==> config.mk <==
export PLATFORM = sky130hd
export DESIGN_NAME = glb_axi_rd_master_flat
export DESIGN_NICKNAME = d
export VERILOG_FILES = /design/src/rtl/glb_axi_rd_master_if.sv /design/src/rtl/glb_axi_rd_master.sv /design/src/flat_wrapper.sv
export SDC_FILE = /design/constraint.sdc
export NUM_CORES = 1
export LEC_CHECK = 0
export ABC_AREA = 0
export BUFFER_PORTS_ARGS = -buffer_cell sky130_fd_sc_hd__buf_2
export CORE_MARGIN = 4
export CORE_UTILIZATION = 45
export CTS_CLUSTER_SIZE = 40
export DETAILED_ROUTE_END_ITERATION = 6
export GPL_ROUTABILITY_DRIVEN = 0
export PLACE_DENSITY = 0.71
export REMOVE_ABC_BUFFERS = 1
export SLEW_MARGIN = 30
export SYNTH_ARGS = -nofsm -noshare
export SYNTH_HDL_FRONTEND = slang
export SYNTH_SLANG_ARGS = --single-unit
==> constraint.sdc <==
create_clock -name clk -period 6.7 [get_ports clk]
set_clock_uncertainty 0.15 [all_clocks]
set_input_delay 0 -clock clk [delete_from_list [all_inputs] [get_ports clk]]
set_output_delay 0 -clock clk [all_outputs]
set_load 0.01 [all_outputs]
==> src/rtl/glb_axi_rd_master_if.sv <==
`default_nettype none
// ============================================================================
// Module      : glb_axi_rd_master_if
// Description : DRAM read-address/read-data channel plus GLB SRAM write port
//               used by the GLB read DMA master.
// Revision    : 1.0 - initial release
// ============================================================================
interface glb_axi_rd_master_if #(
  parameter int DW     = 32,
  parameter int AW     = 32,
  parameter int GLB_AW = 12
);
  logic [AW-1:0]     araddr;
  logic [3:0]        arburst;
  logic              arvalid;
  logic              arready;
  logic              rvalid;
  logic [DW-1:0]     rdata;
  logic              rlast;
  logic              glb_we;
  logic [GLB_AW-1:0] glb_waddr;
  logic [DW-1:0]     glb_wdata;

  modport master (
    output araddr, arburst, arvalid,
    input  arready,
    input  rvalid, rdata, rlast,
    output glb_we, glb_waddr, glb_wdata
  );

  modport slave (
    input  araddr, arburst, arvalid,
    output arready,
    output rvalid, rdata, rlast,
    input  glb_we, glb_waddr, glb_wdata
  );
endinterface
`default_nettype wire

==> src/rtl/glb_axi_rd_master.sv <==
`default_nettype none
// ============================================================================
// Module      : glb_axi_rd_master
// Description : Splits a GLB load command into DRAM read bursts and writes
//               every returned beat into the GLB SRAM.
// Revision    : 1.0 - initial release
// ============================================================================
module glb_axi_rd_master #(
  parameter int DW        = 32,
  parameter int AW        = 32,
  parameter int GLB_AW    = 12,
  parameter int LEN_W     = 16,
  parameter int MAX_BURST = 16
) (
  input  wire logic              clk,
  input  wire logic              rst_n,
  input  wire logic              cmd_valid,
  output logic                   cmd_ready,
  input  wire logic [AW-1:0]     cmd_addr,
  input  wire logic [LEN_W-1:0]  cmd_len,
  input  wire logic [GLB_AW-1:0] cmd_glb_addr,
  output logic                   busy,
  output logic                   done,
  output logic                   err,
  glb_axi_rd_master_if.master    bus
);

  localparam int BEAT_W     = 5;
  localparam int BYTE_SHIFT = $clog2(DW / 8);

  typedef enum logic [1:0] {
    S_IDLE = 2'd0,
    S_ADDR = 2'd1,
    S_DATA = 2'd2,
    S_FIN  = 2'd3
  } state_t;

  state_t              state_q, state_d;
  logic [AW-1:0]       addr_q, addr_d;
  logic [LEN_W-1:0]    remaining_q, remaining_d;
  logic [GLB_AW-1:0]   ptr_q, ptr_d;
  logic [BEAT_W-1:0]   beat_cnt_q, beat_cnt_d;
  logic [BEAT_W-1:0]   burst_len_q, burst_len_d;
  logic                glb_we_q, glb_we_d;
  logic [GLB_AW-1:0]   glb_waddr_q, glb_waddr_d;
  logic [DW-1:0]       glb_wdata_q, glb_wdata_d;
  logic                err_q, err_d;
  logic                armed_q, armed_d;
  logic [BEAT_W-1:0]   burst_len_now;
  logic                last_beat;

  assign burst_len_now = (remaining_q > LEN_W'(MAX_BURST)) ? BEAT_W'(MAX_BURST)
                                                           : remaining_q[BEAT_W-1:0];

  assign cmd_ready     = (state_q == S_IDLE);
  assign busy          = (state_q != S_IDLE);
  assign done          = (state_q == S_FIN);
  assign err           = err_q;
  assign bus.arvalid   = (state_q == S_ADDR);
  assign bus.araddr    = addr_q;
  assign bus.arburst   = (state_q == S_ADDR) ? 4'(burst_len_now - BEAT_W'(1)) : 4'd0;
  assign bus.glb_we    = glb_we_q;
  assign bus.glb_waddr = glb_waddr_q;
  assign bus.glb_wdata = glb_wdata_q;

  always_comb begin
    state_d     = state_q;
    addr_d      = addr_q;
    remaining_d = remaining_q;
    ptr_d       = ptr_q;
    beat_cnt_d  = beat_cnt_q;
    burst_len_d = burst_len_q;
    glb_we_d    = 1'b0;
    glb_waddr_d = glb_waddr_q;
    glb_wdata_d = glb_wdata_q;
    err_d       = err_q;
    armed_d     = armed_q;
    last_beat   = (beat_cnt_q == burst_len_q - BEAT_W'(1));

    case (state_q)
      S_IDLE: begin
        if (cmd_valid) begin
          addr_d      = cmd_addr;
          remaining_d = cmd_len;
          ptr_d       = cmd_glb_addr;
          err_d       = 1'b0;
          armed_d     = 1'b1;
          state_d     = (cmd_len == '0) ? S_FIN : S_ADDR;
        end
      end
      S_ADDR: begin
        if (bus.arready) begin
          beat_cnt_d  = '0;
          burst_len_d = burst_len_now;
          state_d     = S_DATA;
        end
      end
      S_DATA: begin
        if (bus.rvalid) begin
          glb_we_d    = 1'b1;
          glb_waddr_d = ptr_q;
          glb_wdata_d = bus.rdata;
          ptr_d       = ptr_q + GLB_AW'(1);
          // rlast is only checked; the beat count alone ends the burst
          if (bus.rlast != last_beat) begin
            err_d = 1'b1;
          end
          if (last_beat) begin
            remaining_d = remaining_q - LEN_W'(burst_len_q);
            addr_d      = addr_q + (AW'(burst_len_q) << BYTE_SHIFT);
            state_d     = (remaining_q == LEN_W'(burst_len_q)) ? S_FIN : S_ADDR;
          end else begin
            beat_cnt_d = beat_cnt_q + BEAT_W'(1);
          end
        end
      end
      S_FIN: begin
        state_d = S_IDLE;
      end
      default: begin
        state_d = S_IDLE;
      end
    endcase

    // Beats outside a burst are dropped; they only count as errors once a
    // command has been accepted since reset.
    if (bus.rvalid && armed_q && (state_q != S_DATA)) begin
      err_d = 1'b1;
    end
  end

  always_ff @(posedge clk) begin
    if (!rst_n) begin
      state_q     <= S_IDLE;
      addr_q      <= '0;
      remaining_q <= '0;
      ptr_q       <= '0;
      beat_cnt_q  <= '0;
      burst_len_q <= '0;
      glb_we_q    <= 1'b0;
      glb_waddr_q <= '0;
      glb_wdata_q <= '0;
      err_q       <= 1'b0;
      armed_q     <= 1'b0;
    end else begin
      state_q     <= state_d;
      addr_q      <= addr_d;
      remaining_q <= remaining_d;
      ptr_q       <= ptr_d;
      beat_cnt_q  <= beat_cnt_d;
      burst_len_q <= burst_len_d;
      glb_we_q    <= glb_we_d;
      glb_waddr_q <= glb_waddr_d;
      glb_wdata_q <= glb_wdata_d;
      err_q       <= err_d;
      armed_q     <= armed_d;
    end
  end

endmodule
`default_nettype wire

==> src/flat_wrapper.sv <==
// flat-port wrapper written by rule: the top's interface ports become plain ports
module glb_axi_rd_master_flat 
#(
  parameter int DW        = 32,
  parameter int AW        = 32,
  parameter int GLB_AW    = 12,
  parameter int LEN_W     = 16,
  parameter int MAX_BURST = 16
)
  (clk, rst_n, cmd_valid, cmd_ready, cmd_addr, cmd_len, cmd_glb_addr, busy, done, err, bus_araddr, bus_arburst, bus_arvalid, bus_arready, bus_rvalid, bus_rdata, bus_rlast, bus_glb_we, bus_glb_waddr, bus_glb_wdata);
  glb_axi_rd_master_if #(.DW(DW), .AW(AW), .GLB_AW(GLB_AW)) bus_i ();
  input  wire logic clk;
  input  wire logic rst_n;
  input  wire logic cmd_valid;
  output logic cmd_ready;
  input  wire logic [AW-1:0] cmd_addr;
  input  wire logic [LEN_W-1:0] cmd_len;
  input  wire logic [GLB_AW-1:0] cmd_glb_addr;
  output logic busy;
  output logic done;
  output logic err;
  output wire logic [$bits(bus_i.araddr)-1:0] bus_araddr;
  output wire logic [$bits(bus_i.arburst)-1:0] bus_arburst;
  output wire logic [$bits(bus_i.arvalid)-1:0] bus_arvalid;
  input wire logic [$bits(bus_i.arready)-1:0] bus_arready;
  input wire logic [$bits(bus_i.rvalid)-1:0] bus_rvalid;
  input wire logic [$bits(bus_i.rdata)-1:0] bus_rdata;
  input wire logic [$bits(bus_i.rlast)-1:0] bus_rlast;
  output wire logic [$bits(bus_i.glb_we)-1:0] bus_glb_we;
  output wire logic [$bits(bus_i.glb_waddr)-1:0] bus_glb_waddr;
  output wire logic [$bits(bus_i.glb_wdata)-1:0] bus_glb_wdata;
  assign bus_araddr = bus_i.araddr;
  assign bus_arburst = bus_i.arburst;
  assign bus_arvalid = bus_i.arvalid;
  assign bus_i.arready = bus_arready;
  assign bus_i.rvalid = bus_rvalid;
  assign bus_i.rdata = bus_rdata;
  assign bus_i.rlast = bus_rlast;
  assign bus_glb_we = bus_i.glb_we;
  assign bus_glb_waddr = bus_i.glb_waddr;
  assign bus_glb_wdata = bus_i.glb_wdata;
  glb_axi_rd_master #(.DW(DW), .AW(AW), .GLB_AW(GLB_AW), .LEN_W(LEN_W), .MAX_BURST(MAX_BURST)) u_core (.clk(clk), .rst_n(rst_n), .cmd_valid(cmd_valid), .cmd_ready(cmd_ready), .cmd_addr(cmd_addr), .cmd_len(cmd_len), .cmd_glb_addr(cmd_glb_addr), .busy(busy), .done(done), .err(err), .bus(bus_i));
endmodule
==> impl_metrics.json <==
{
  "status": "complete, no violations",
  "finalMaxSlewViolations": 0,
  "diodes": 0,
  "yosysTopAreaCellShare_pct": 37.32,
  "cts_hold_buf": 99,
  "multiInputGateArea_um2": 3714,
  "relSlewSlack_pct": 49.46,
  "dp_cells": 1153,
  "grt_pass1_wl_um": 32980,
  "p_int_w": 0.001628,
  "cp_max_fo": 42,
  "power.density_nw_per_um2": 251.0,
  "ctsRootBufferMaster": "clkbuf_16",
  "worstPathArrival_ns": 3.34,
  "grt_pass1_vias": 6748,
  "synthArstFlopShare_pct": 0,
  "via_per_inst": 5.565,
  "wl_per_cell_um": 15.87,
  "numCtsBuffers": 17,
  "drv_cap": 0,
  "synth_area_um2": 6384,
  "fp.coreArea_um2": 13880,
  "final_cell_mix": "buf_2 (183), nand2_1 (171), dfxtp_1 (119)",
  "clk_path_buf_depth": 2,
  "post-route-min-period_ns": 3.192,
  "synthToLayoutAreaGrowth_pct": 41.38,
  "ys_warn_count": 0,
  "grt_use_total_pct": 24.76,
  "switching_power_w": 0.0006375,
  "grt_overflow": 0,
  "placementRows": 43,
  "worstSkewPairLatency_ns": 0.41,
  "synth.distinct_cells": 72,
  "drive_gt1_share_pct": 22.19,
  "rsz0062_at_grt": "no",
  "synth_largest_area_cell": "dfxtp_1",
  "die_h_um": 127.1,
  "die_w_um": 127.1,
  "cts_resized": 0,
  "clkSinkCount": 119,
  "syn_area_per_cell_um2": 7.581,
  "fin_nets": 1206,
  "ys_seq_elements": 119,
  "wirelength_um": 20380,
  "setup_violations": 0,
  "detail-route-antenna-nets": 0,
  "fin_crit_sh_pct": 47.64,
  "grt_max_degree": 91,
  "vias": 7145,
  "place_area_um2": 7371,
  "endpoint_kind": "flop",
  "path_class": "reg -> reg",
  "drt_iter0_drc": 432,
  "die-area_um2": 16160,
  "tritoncts": "done",
  "crit_path_start_kind": "flop",
  "synthFlopType": "dfxtp_1",
  "leakagePower_nw": 3.714,
  "hp-class": "in -> reg",
  "final_common_cell": "buf_2",
  "io_pins": 184,
  "dpl.hpwl_um": 12780,
  "finalHoldViolCount": 0,
  "grt_antenna_before_repair": 0,
  "pre_cts_ws_ns": 3.527,
  "synth-edff-count": 0,
  "crit_required_ns": 6.85,
  "max_freq_mhz": 313.3,
  "htreeDepth": 4,
  "yosysSeqAreaShare_pct": 37.32,
  "initial_core_util_pct": 45.99,
  "switching_share_pct": 28.14,
  "drc": 0,
  "clockPowerShare_pct": 43.8,
  "final.setup.tns_ns": 0,
  "dr.pass1.iters": 5,
  "fillers": 1181,
  "syn_inst": 842,
  "ys_top_cells_by_area": "dfxtp_1 (37%), nand2_1 (10%), a21oi_1 (8.6%), o21ai_0 (3.8%), nor2_1 (3.2%)",
  "layout_setup_ws_ns": 3.508,
  "finalNonFillerCells": 1284,
  "final_area_um2": 9025,
  "io_buffers": 183,
  "postCtsSetupBuffers": 0,
  "combinationalPowerShare_pct": 19.9,
  "seq_area_um2": 2382,
  "seqPwrFrac_pct": 36.3,
  "utilization_pct": 65.02,
  "r2r_slack_ns": 3.51,
  "ir_worst_vdd_mv": 0.1643,
  "path_clk_slew_ns": 0.06,
  "worst_pin_slew_ns": 0.7581
}
==> cell families (layout without fill, tap and decap cells) <==
kind of cell	Yosys count	in the layout	synth area share [%]
simple gates	350	350	25.17
compound gates	268	268	27.17
flops	119	119	37.32
buf+inv	75	337	5.037
fa+ha+maj	16	16	3.371
xor+xnor	13	13	1.784
mux	1	1	0.1568
==> layout make-up <==
type | instances | share of cell area (%)
multi-input cells | 648 | 41.15
clock inverters | 12 | 2.218
well taps | 180 | 2.495
inverters | 16 | 0.6793
repair buffers | 290 | 22.15
flip-flops and latches | 119 | 26.40
clock buffers | 19 | 4.908
==> worst paths after layout <==
kind	from	to	cells after the start
hold reg to reg	u_core.bus.glb_wdata[27]$_SDFFE_PN0P_	u_core.bus.glb_wdata[27]$_SDFFE_PN0P_	2
setup / recovery	u_core.burst_len_q[1]$_SDFFE_PN0P_	u_core.remaining_q[10]$_SDFFE_PN0P_	9
hold / removal	bus_rdata[6]	u_core.bus.glb_wdata[6]$_SDFFE_PN0P_	4
setup reg to reg	u_core.burst_len_q[1]$_SDFFE_PN0P_	u_core.remaining_q[10]$_SDFFE_PN0P_	9
==> through the flow <==
step                power [W]  hold WS, ns
floorplan            0.001079     -0.01962
detailed placement   0.001230      0.09596
CTS                  0.002268       0.2056
finish               0.002265       0.2202
global placement     0.001224      0.09103
global route         0.002363       0.2258
==> synth_stat cells (10+ instances only) <==
cell type and number:
nand4_1 10, a211oi_1 13, ha_1 14, o21ai_0 48, dfxtp_1 119, inv_1 15, nor2_1 54, a21oi_1 110
nand3_1 30, o31ai_1 13, clkbuf_1 47, nor3_1 23, nand2_1 171, nor4_1 14
==> flip-flops by register name (all words and copies together), names as in the netlist, 2 cells and up <==
name	flops
u_core.burst_len_q	5
u_core.ptr_q	12
u_core.bus.araddr	32
u_core.beat_cnt_q	5
u_core.bus.glb_wdata	32
u_core.bus.glb_waddr	12
u_core.remaining_q	16
u_core.state_q	2
==> routing by layer <==
metal | track usage, % | vias up | share of wire, %
met5 | 0 | - | 0
met4 | 10.22 | 0 | 3.0
met3 | 4.139 | 48 | 5.1
met1 | 32.38 | 3319 | 44
met2 | 40.69 | 236 | 47
li1 | - | 3542 | -
==> power groups by stage <==
| stage | clock network (W) | registers (W) | logic, W |
|---|---|---|---|
| 5_1_grt | 0.00104 | 0.000829 | 0.000497 |
| 6_report | 0.000993 | 0.000821 | 0.000451 |
| 2_1_floorplan | 0 | 0.000831 | 0.000248 |
| 3_5_place_dp | 0 | 0.000833 | 0.000397 |
| 4_1_cts | 0.00100 | 0.000819 | 0.000444 |
| 3_3_place_gp | 0 | 0.000832 | 0.000392 |
==> worst max-delay path, cell delays in order, from the launching register on <==
cell     delay (ns)
dfxtp_1        0.48
inv_1          0.10
ha_1           0.23
nor2b_1        0.14
or3_4          0.35
a311o_1        0.55
a21oi_4        0.20
buf_4          0.43
o21ai_0        0.16
a32o_1         0.28
(Power assumes the default switching activity.)
